===== src/rtl/mult_pkg.sv =====
// Shared types and defaults for the sequential multiplier controller.
package mult_pkg;

    localparam int unsigned MULT_WIDTH = 16;

    typedef enum logic [2:0] {
        IDLE   = 3'd0,
        LOAD   = 3'd1,
        RUN    = 3'd2,
        SETTLE = 3'd3,
        DONE   = 3'd4
    } mult_state_t;

endpackage


===== src/rtl/mult_result_reg.sv =====
// Product hold register: captures the finished product and keeps it until the consumer takes it.
module mult_result_reg
    import mult_pkg::*;
#(
    parameter int unsigned WIDTH = MULT_WIDTH
) (
    input  logic                 clk,
    input  logic                 reset,
    input  logic                 capture,
    input  logic [2*WIDTH-1:0]   product,
    input  logic                 out_ready,
    output logic [2*WIDTH-1:0]   result,
    output logic                 out_valid
);

    // Capture sets out_valid; a completed handshake clears it while result is left as-is.
    always_ff @(posedge clk or negedge reset) begin
        if (!reset) begin
            result    <= '0;
            out_valid <= 1'b0;
        end else if (capture) begin
            result    <= product;
            out_valid <= 1'b1;
        end else if (out_valid && out_ready) begin
            out_valid <= 1'b0;
        end
    end

endmodule


===== src/rtl/mult_controller.sv =====
// Handshake and strobe sequencer for the shift-add multiplier datapath, one multiplier bit per cycle.
module mult_controller
    import mult_pkg::*;
#(
    parameter int unsigned WIDTH = MULT_WIDTH
) (
    input  logic                 clk,
    input  logic                 reset,
    input  logic                 in_valid,
    output logic                 in_ready,
    input  logic [WIDTH-1:0]     in_multiplier,
    input  logic [WIDTH-1:0]     in_multiplicand,
    output logic [WIDTH-1:0]     multiplier,
    output logic [WIDTH-1:0]     multiplicand,
    input  logic                 mult_lsb,
    input  logic                 count_check,
    input  logic [2*WIDTH-1:0]   product,
    output logic                 load_words,
    output logic                 add_shift,
    output logic                 shift,
    output logic                 ready,
    output logic                 out_valid,
    input  logic                 out_ready,
    output logic [2*WIDTH-1:0]   result,
    output logic                 err
);

    localparam int unsigned STEP_W = $clog2(WIDTH) + 1;
    localparam logic [STEP_W-1:0] LAST_STEP = STEP_W'(WIDTH - 1);

    mult_state_t        state, state_nxt;
    logic [STEP_W-1:0]  step, step_nxt;
    logic               err_nxt;
    logic [WIDTH-1:0]   multiplier_nxt, multiplicand_nxt;
    logic               capture_c;
    logic               last_step_c;

    assign last_step_c = (step == LAST_STEP);

    // State, step counter, operand and error registers; Moore outputs decoded from the next state.
    always_ff @(posedge clk or negedge reset) begin
        if (!reset) begin
            state        <= IDLE;
            step         <= '0;
            err          <= 1'b0;
            multiplier   <= '0;
            multiplicand <= '0;
            in_ready     <= 1'b1;
            load_words   <= 1'b0;
            ready        <= 1'b0;
        end else begin
            state        <= state_nxt;
            step         <= step_nxt;
            err          <= err_nxt;
            multiplier   <= multiplier_nxt;
            multiplicand <= multiplicand_nxt;
            in_ready     <= (state_nxt == IDLE);
            load_words   <= (state_nxt == LOAD);
            ready        <= (state_nxt == DONE);
        end
    end

    // Next-state logic; add_shift/shift follow the live multiplier bit so they stay combinational.
    always_comb begin
        state_nxt        = state;
        step_nxt         = step;
        err_nxt          = err;
        multiplier_nxt   = multiplier;
        multiplicand_nxt = multiplicand;
        capture_c        = 1'b0;
        add_shift        = 1'b0;
        shift            = 1'b0;

        case (state)
            IDLE: begin
                if (in_valid) begin
                    multiplier_nxt   = in_multiplier;
                    multiplicand_nxt = in_multiplicand;
                    err_nxt          = 1'b0;
                    step_nxt         = '0;
                    state_nxt        = LOAD;
                end
            end
            LOAD: begin
                state_nxt = RUN;
            end
            RUN: begin
                add_shift = mult_lsb;
                shift     = !mult_lsb;
                step_nxt  = step + STEP_W'(1);
                // Datapath terminal count must agree with our own step count on every RUN cycle.
                if (count_check != last_step_c) begin
                    err_nxt = 1'b1;
                end
                if (last_step_c) begin
                    state_nxt = SETTLE;
                end
            end
            SETTLE: begin
                capture_c = 1'b1;
                state_nxt = DONE;
            end
            DONE: begin
                if (out_valid && out_ready) begin
                    state_nxt = IDLE;
                end
            end
            default: begin
                state_nxt = IDLE;
            end
        endcase
    end

    mult_result_reg #(
        .WIDTH (WIDTH)
    ) u_result_reg (
        .clk       (clk),
        .reset     (reset),
        .capture   (capture_c),
        .product   (product),
        .out_ready (out_ready),
        .result    (result),
        .out_valid (out_valid)
    );

endmodule

===== config.mk =====
export PLATFORM = sky130hd
export DESIGN_NAME = mult_controller
export DESIGN_NICKNAME = d
export VERILOG_FILES = /design/src/rtl/mult_pkg.sv /design/src/rtl/mult_result_reg.sv /design/src/rtl/mult_controller.sv
export SDC_FILE = /design/constraint.sdc
export NUM_CORES = 1
export LEC_CHECK = 0
export ABC_AREA = 1
export CORE_MARGIN = 5
export CORE_UTILIZATION = 41
export DETAILED_ROUTE_END_ITERATION = 12
export PLACE_DENSITY = 0.8
export SLEW_MARGIN = 10
export SYNTH_ARGS = -nofsm -noshare
export SYNTH_HDL_FRONTEND = slang
export SYNTH_SLANG_ARGS = --single-unit

===== constraint.sdc =====
create_clock -name clk -period 2 [get_ports clk]
set_clock_uncertainty 0.2 [all_clocks]
set_input_delay 0.6 -clock clk [delete_from_list [all_inputs] [get_ports clk]]
set_output_delay 0.6 -clock clk [all_outputs]
set_load 0.02 [all_outputs]

==> results by group, run 1 <==
Synthesis
  – Top_reg_cell synth: dfrtp_1
  – Post-synth ARST share: 100%
  – Number of synthesized flops with an enable pin: 0
  – Commonest cells post-synth: nand2_1, dfrtp_1, nand3_1
  – Most common cell in the netlist: nand2_1
  – Post-Synthesis Cell Area: around 0.0031 sq mm
  – Syn_nets: approximately 400
  – Largest cells by area after synthesis: dfrtp_1, nand2_1, nand3_1
  – YS warnings: 0
  – Netlist cell types: 19
  – Sequential area share after synthesis: between 60% and 70%
  – Synthesized flop and latch total: 77
  – Cells after Synth: 339
  – Syn avg cell area: 9.07 sq um
  – Synth area leader: dfrtp_1
  – Post-synth top area share: 61.8%

Setup path
  – Worst setup EP type: primary output
  – Worst reg2reg path depth: 7
  – FF-to-FF End: multiplicand[8]
  – Startpoint types: register
  – WP data arrival: 1.14 ns
  – FF-to-FF Start: state[2]
  – Crit Path Max Fanout: 3
  – Critical Path RT: 1.20 ns
  – Flop2flop setup slack: 0.21 ns
  – Setup Crit Path Kind: reg2out

Clock tree
  – H-tree depth: 3
  – Clk buf depth: 2
  – Clock Tree Root: clkbuf_8
  – Cts hold-fix bufs: 0
  – CTS Buf Count: 9
  – Clk pin slew, worst setup/hold paths: 0.08 ns
  – Skew-Pair Late Insertion Delay: 0.33 ns
  – Clock sink total: 77
  – TritonCTS clock tree: yes

Global route
  – Gr ovfl total: 0
  – Vias in the first global route: 2825
  – Antenna violations before repair: 0
  – First-pass GRT wire length: 13900 microns
  – All-Layer GR Usage: 18.2%
  – Largest net degree at the start of global routing: 78

Floorplan
  – Core Region: 0.00729 sq mm
  – Starting Density: between 40% and 50%
  – Die Ht: 96.6 microns
  – FP Rows: 31
  – Die area: 0.00933 sq mm
  – I/O pins: around 140
  – Die W: between 90 and 100 microns

Power
  – Comb pwr share: 45.7%
  – Int Power: 4.46 mW
  – Pwr Density: 1580 mW/mm^2
  – Switching Power: about 3.0 mW
  – Sw frac: 40.5%
  – Leak pwr: between 2 and 3 nW
  – Power Total: roughly 7.5 mW
  – Peak supply drop: 0.704 mV
  – Clock share of power: 18.5%
  – Sequential power share: 35.8%

Route
  – Final antenna-violating net count: 0
  – Via count: between 2000 and 3000
  – DRT iter0 DRCs: ~100
  – Pre-Repair DR Iteration Count: 4
  – DRC viols: 0
  – Post-Route WL: 8390 microns
  – DR vias/cell: 4.72
  – WL per Instance: ~14 microns

Final layout
  – Sequential cell area: 0.00193 sq mm
  – Nets: 557
  – Fillers: 643
  – Ant diodes: 0
  – Layout cells sized above 1: 8.16%
  – Finished Cell Area: about 0.0047 sq mm
  – Area grow syn2layout: 54.4%
  – Area of the multi-input gates: 995 sq um

Timing
  – Setup violators final: 0
  – Setup slack after layout: 0.0599 ns
  – Final max-slew violation count: 0
  – RSZ-0062 raised after global routing: yes
  – Fin. Hold Viols: 0
  – Crit share post-route: 97.0%
  – Max Clock Freq: between 500 and 600 MHz
  – Min Tclk post-route: 1.94 ns
  – Slew of the pin with the lowest slew margin: 0.398 ns
  – Relative slew slack: about three quarters

Placement
  – IO buf count: 140
  – HPWL Detailed: 5950 microns
  – RePlAce Congestion: 0.755
  – Post-place setup slack: -0.618 ns
  – Placed Area: 0.00458 sq mm

Hold path
  – Hold crit path type: in2async

Job
  – Max Cap Violations: 0

Run status
  – Status: complete, no violations
-- cells by family (layout without fill, tap and decap cells) --
family / Yosys count / in the layout / synth area share, %
and+or+nand+nor: 225 / 225 / 29.8
adders and majority gates: 2 / 2 / 0.814
xor gates and xnor gates: 1 / 1 / 0.285
DFF: 77 / 77 / 62.7
AOI/OAI and AO/OA: 6 / 6 / 0.976
buffers and inverters: 28 / 179 / 5.45
-- routing by layer --
metal / global-route usage (%) / up-vias / wire length [microns]
met1: 23.7 / 1288 / 3750
li1: - / 1351 / -
met2: 28.3 / 129 / 3860
met5: 0 / - / 0
met3: 5.47 / 12 / 612
met4: 7.67 / 0 / 162
-- through the flow --
step | hold slack (ns) | TNS [ns] | instances | util (%)
after floorplan | 0.104 | 0 | 339 | -
after global placement | 0.253 | -1.15 | 572 | 62.8
after detailed placement | 0.259 | -1.17 | 572 | 62.8
after CTS | 0.0810 | 0 | 589 | 65.0
after global routing | 0.0863 | 0 | 589 | 65.1
final | 0.0768 | 0 | 589 | 65.1
-- layout make-up --
| class | count | share of cell area [%] |
|---|---|---|
| Clock buffer | 12 | 3.06 |
| Sequential cell | 77 | 40.6 |
| Tap cell | 99 | 2.61 |
| Timing Repair Buffer | 152 | 29.9 |
| Clock inverter | 4 | 2.00 |
| Inverter | 11 | 0.869 |
| Multi-Input combinational cell | 234 | 20.9 |
-- what timing repair did --
action / 4_1_cts / 5_1_grt
pin swaps: 1 / 1
endpoints found under the setup margin: 71 / 3
buffers inserted: 1 / 0
resized for setup: 82 / 5
-- registers in the layout, indices dropped and copies added (netlist names) --
signal / flops
u_result_reg.out_valid: 1
load_words: 1
multiplier: 16
state: 3
step: 5
err: 1
ready: 1
in_ready: 1
u_result_reg.result: 32
multiplicand: 16
-- power groups by stage --
stage	registers (mW)	clock network (mW)	logic [mW]
finish	2.68	1.38	3.42
global route	2.77	1.48	3.76
CTS	2.68	1.42	3.46
detailed placement	2.71	0	3.91
global placement	2.69	0	3.80
floorplan	3.52	0	1.19
-- cells in the final DEF (no fill, tap or decap), drive strengths merged --
master	count
o21ai	6
dfrtp	76
clkbuf	13
nand2	174
ha	2
clkdlybuf4s50	67
nand4	1
dfstp	1
buf	15
nor2	7
xnor2	1
nand3	43
bufinv	3
dlygate4sd2	69
inv	11
clkinv	1
-- how the worst max path moves through the flow --
| stage | slack [ns] | from | end |
|---|---|---|---|
| after floorplan | 0.14 | state[2] | add_shift |
| after global placement | -0.62 | mult_lsb | add_shift |
| after detailed placement | -0.62 | mult_lsb | add_shift |
| after CTS | 0.0004 | state[0] | shift |
| after global routing | 0.0003 | state[0] | shift |
| final | 0.06 | state[0] | add_shift |
-- worst max-delay path, stage by stage (launching register included) --
cell and delay [ns]:
dfrtp_1 0.40, inv_2 0.09, nand3_4 0.09, nor2_1 0.09
buf_4 0.14
(Power assumes the default switching activity.)
==> run 2: changes to the inputs <==
--- a/config.mk
+++ b/config.mk
@@ -7,9 +7,9 @@
 export LEC_CHECK = 0
 export ABC_AREA = 1
 export CORE_MARGIN = 5
-export CORE_UTILIZATION = 41
+export CORE_UTILIZATION = 37
 export DETAILED_ROUTE_END_ITERATION = 12
-export PLACE_DENSITY = 0.8
+export PLACE_DENSITY = 0.76
 export SLEW_MARGIN = 10
 export SYNTH_ARGS = -nofsm -noshare
 export SYNTH_HDL_FRONTEND = slang
==> constraint.sdc (replaced) <==
create_clock -name clk -period 1.7 [get_ports clk]
set_clock_uncertainty 0.2 [all_clocks]
set_input_delay 0.51 -clock clk [delete_from_list [all_inputs] [get_ports clk]]
set_output_delay 0.51 -clock clk [all_outputs]
set_load 0.02 [all_outputs]
==> run 2 against run 1 <==
  * Power is 13% higher
  * Wire length down 7.5%
  * Core utilization decreased by 9.3 points
  * Cell count increased by 1.4%
  * The flow now finishes with violations (setup timing)
  * Combinational power grew 15%
  * Register-to-register slack lost 0.19 ns
  * Sequential cell count stayed put
  * First-iteration DRC count is 40% lower
  * Count of clock-buffer cells in the layout shrank 1
  * Final area down 4.0%
  * Worst setup slack got worse by 0.21 ns
  * Highest routed layer unchanged
==> results by group, run 2 (same netlist as run 1, synthesis figures left out) <==
Route
  – DRC viols: 0
  – DRT iter0 DRCs: 62
  – Final antenna-violating net count: 0
  – WL per Instance: ~13 microns
  – Via count: 2693
  – Pre-Repair DR Iteration Count: 4
  – Post-Route WL: 7760 microns
  – DR vias/cell: around 4.5

Timing
  – Slew of the pin with the lowest slew margin: slightly above 0.4 ns
  – RSZ-0062 raised after global routing: yes
  – Min Tclk post-route: 1.85 ns
  – Relative slew slack: ~73%
  – Final max-slew violation count: 0
  – Final TNS setup: -0.300 ns
  – Crit share post-route: 109%
  – Setup violators final: 2
  – Max Clock Freq: roughly 540 MHz
  – Fin. Hold Viols: 0
  – Setup slack after layout: -0.152 ns

Global route
  – Antenna violations before repair: 0
  – Global routing's busiest layer: met2
  – Largest net degree at the start of global routing: 78
  – Gr ovfl total: 0
  – First-pass GRT wire length: 12700 microns
  – Vias in the first global route: ~2800
  – M1 GR Usage: 18.6%
  – All-Layer GR Usage: between 10% and 20%
  – Met2 GRT Util: a little over a quarter
  – Met3 Resource Use GR: 4.06%

Power
  – Pwr Density: 1850 mW/mm^2
  – Leak pwr: 2.43 nW
  – Clock share of power: roughly 16%
  – Switching Power: 3.56 mW
  – Comb pwr share: between 40% and 50%
  – Sequential power share: 37.3%
  – Sw frac: 42.1%
  – Power Total: 8.44 mW
  – Int Power: 4.88 mW
  – Peak supply drop: 0.750 mV

Placement
  – RePlAce Congestion: 0.804
  – HPWL Detailed: 5570 microns
  – IO buf count: 140

Final layout
  – Area grow syn2layout: 48.3%
  – Layout cells sized above 1: between 20% and 30%
  – Most common cell after layout, fill and taps aside: nand2_1
  – Nets: 560
  – Ant diodes: 0
  – Final core utilization: 55.8%
  – Max reg flops: 32
  – Largest regs: u_result_reg.result (32), multiplicand (16), multiplier (16)
  – Largest register by flop count: u_result_reg.result
  – Most frequent cells in the layout: nand2_1, dfrtp_1, clkdlybuf4s50_1

Run status
  – Failing checks: setup timing
  – Status: finished, violations left

Setup path
  – CP Launch Point: state[2]
  – FF-to-FF Start: state[2]
  – Max stage delay on crit path: 0.40 ns
  – CP delay by family, top: flip-flops
  – Setup Crit Path Kind: reg2out
  – Worst setup EP type: primary output
  – Critical Path RT: 0.99 ns
  – Crit Path Max Fanout: 3
  – Crit path buf inv count: 2
  – WP data arrival: 1.14 ns
  – Startpoint types: register
  – CP max-delay cell: dfrtp_1
  – Cell Chain, Critical Path: inv_2 -> nand3_4 -> nor2_4 -> buf_6

Clock tree
  – Clk buf depth: 2
  – H-tree depth: 3
  – CTS Buf Count: 9
  – Clock Tree Root: clkbuf_8
  – Clock sink total: just under 80
  – Skew-Pair Late Insertion Delay: 0.33 ns
  – TritonCTS clock tree: yes
  – Clk pin slew, worst setup/hold paths: 0.08 ns

Floorplan
  – Die area: 0.0102 sq mm
  – Die Ht: about 100 microns
  – Starting Density: 37.6%
  – Die W: 101 microns
  – I/O pins: roughly 140
  – Core Region: between 0.008 and 0.009 sq mm
  – FP Rows: 33

Hold path
  – Hold crit path type: reg2reg
  – HP Start: u_result_reg.result[15]

Job
  – Max Cap Violations: 0
[run 2: tightest hold or removal path: stages, from the launching register on]
cell,delay (ns)
dfrtp_1,0.34
nand2_1,0.05
nand2_1,0.05
[run 2: through the flow]
stage          hold slack, ns  setup slack, ns  cell area (sq um)  std cells
3_5_place_dp            0.259           -0.752               4610        579
5_1_grt                 0.291           -0.202               4560        597
4_1_cts                 0.275           -0.194               4590        595
6_report                0.270           -0.152               4560        597
3_3_place_gp            0.256           -0.736               4610        579
2_1_floorplan          0.0144          -0.0736               3080        339
[run 2: routing by layer]
layer / vias up / share of wire [%]
met3: 15 / 8.7
met2: 110 / 46
met4: 0 / 1.9
met5: - / 0
li1: 1346 / -
met1: 1222 / 43
[run 2: area by class of cell]
cell class / count / area (sq um)
flip-flops and latches: 77 / 1930
clock inverters: 4 / 47.5
multi-input cells: 234 / 1020
fillers: 771 / 3610
repair buffers: 155 / 1250
clock buffers: 11 / 151
well taps: 105 / 131
inverters: 11 / 41.3
[run 2: final timing paths]
kind / end / slack (ns) / depth (start not counted)
setup reg to reg: step[2] / 0.02 / 6
max in group asynchronous: multiplicand[8] / 0.43 / 3
min in group asynchronous: u_result_reg.result[24] / 0.52 / 3
hold / removal: u_result_reg.result[15] / 0.27 / 2
hold reg to reg: u_result_reg.result[15] / 0.27 / 2
setup / recovery: add_shift / -0.15 / 4
[run 2: power groups by stage]
stage	clock network (mW)	logic, mW	registers (mW)
5_1_grt	1.47	4.36	3.26
2_1_floorplan	0	1.39	4.14
3_5_place_dp	0	4.62	3.17
6_report	1.35	3.94	3.15
4_1_cts	1.41	4.03	3.16
3_3_place_gp	0	4.53	3.16
[run 2: timing repair]
item / CTS / global route
pin swaps: 3 / 3
setup buffers: 0 / 2
hold endpoints to repair: 52 / 0
gates resized for setup: 275 / 22
hold buffers: 1 / 0
setup endpoints to repair: 96 / 90
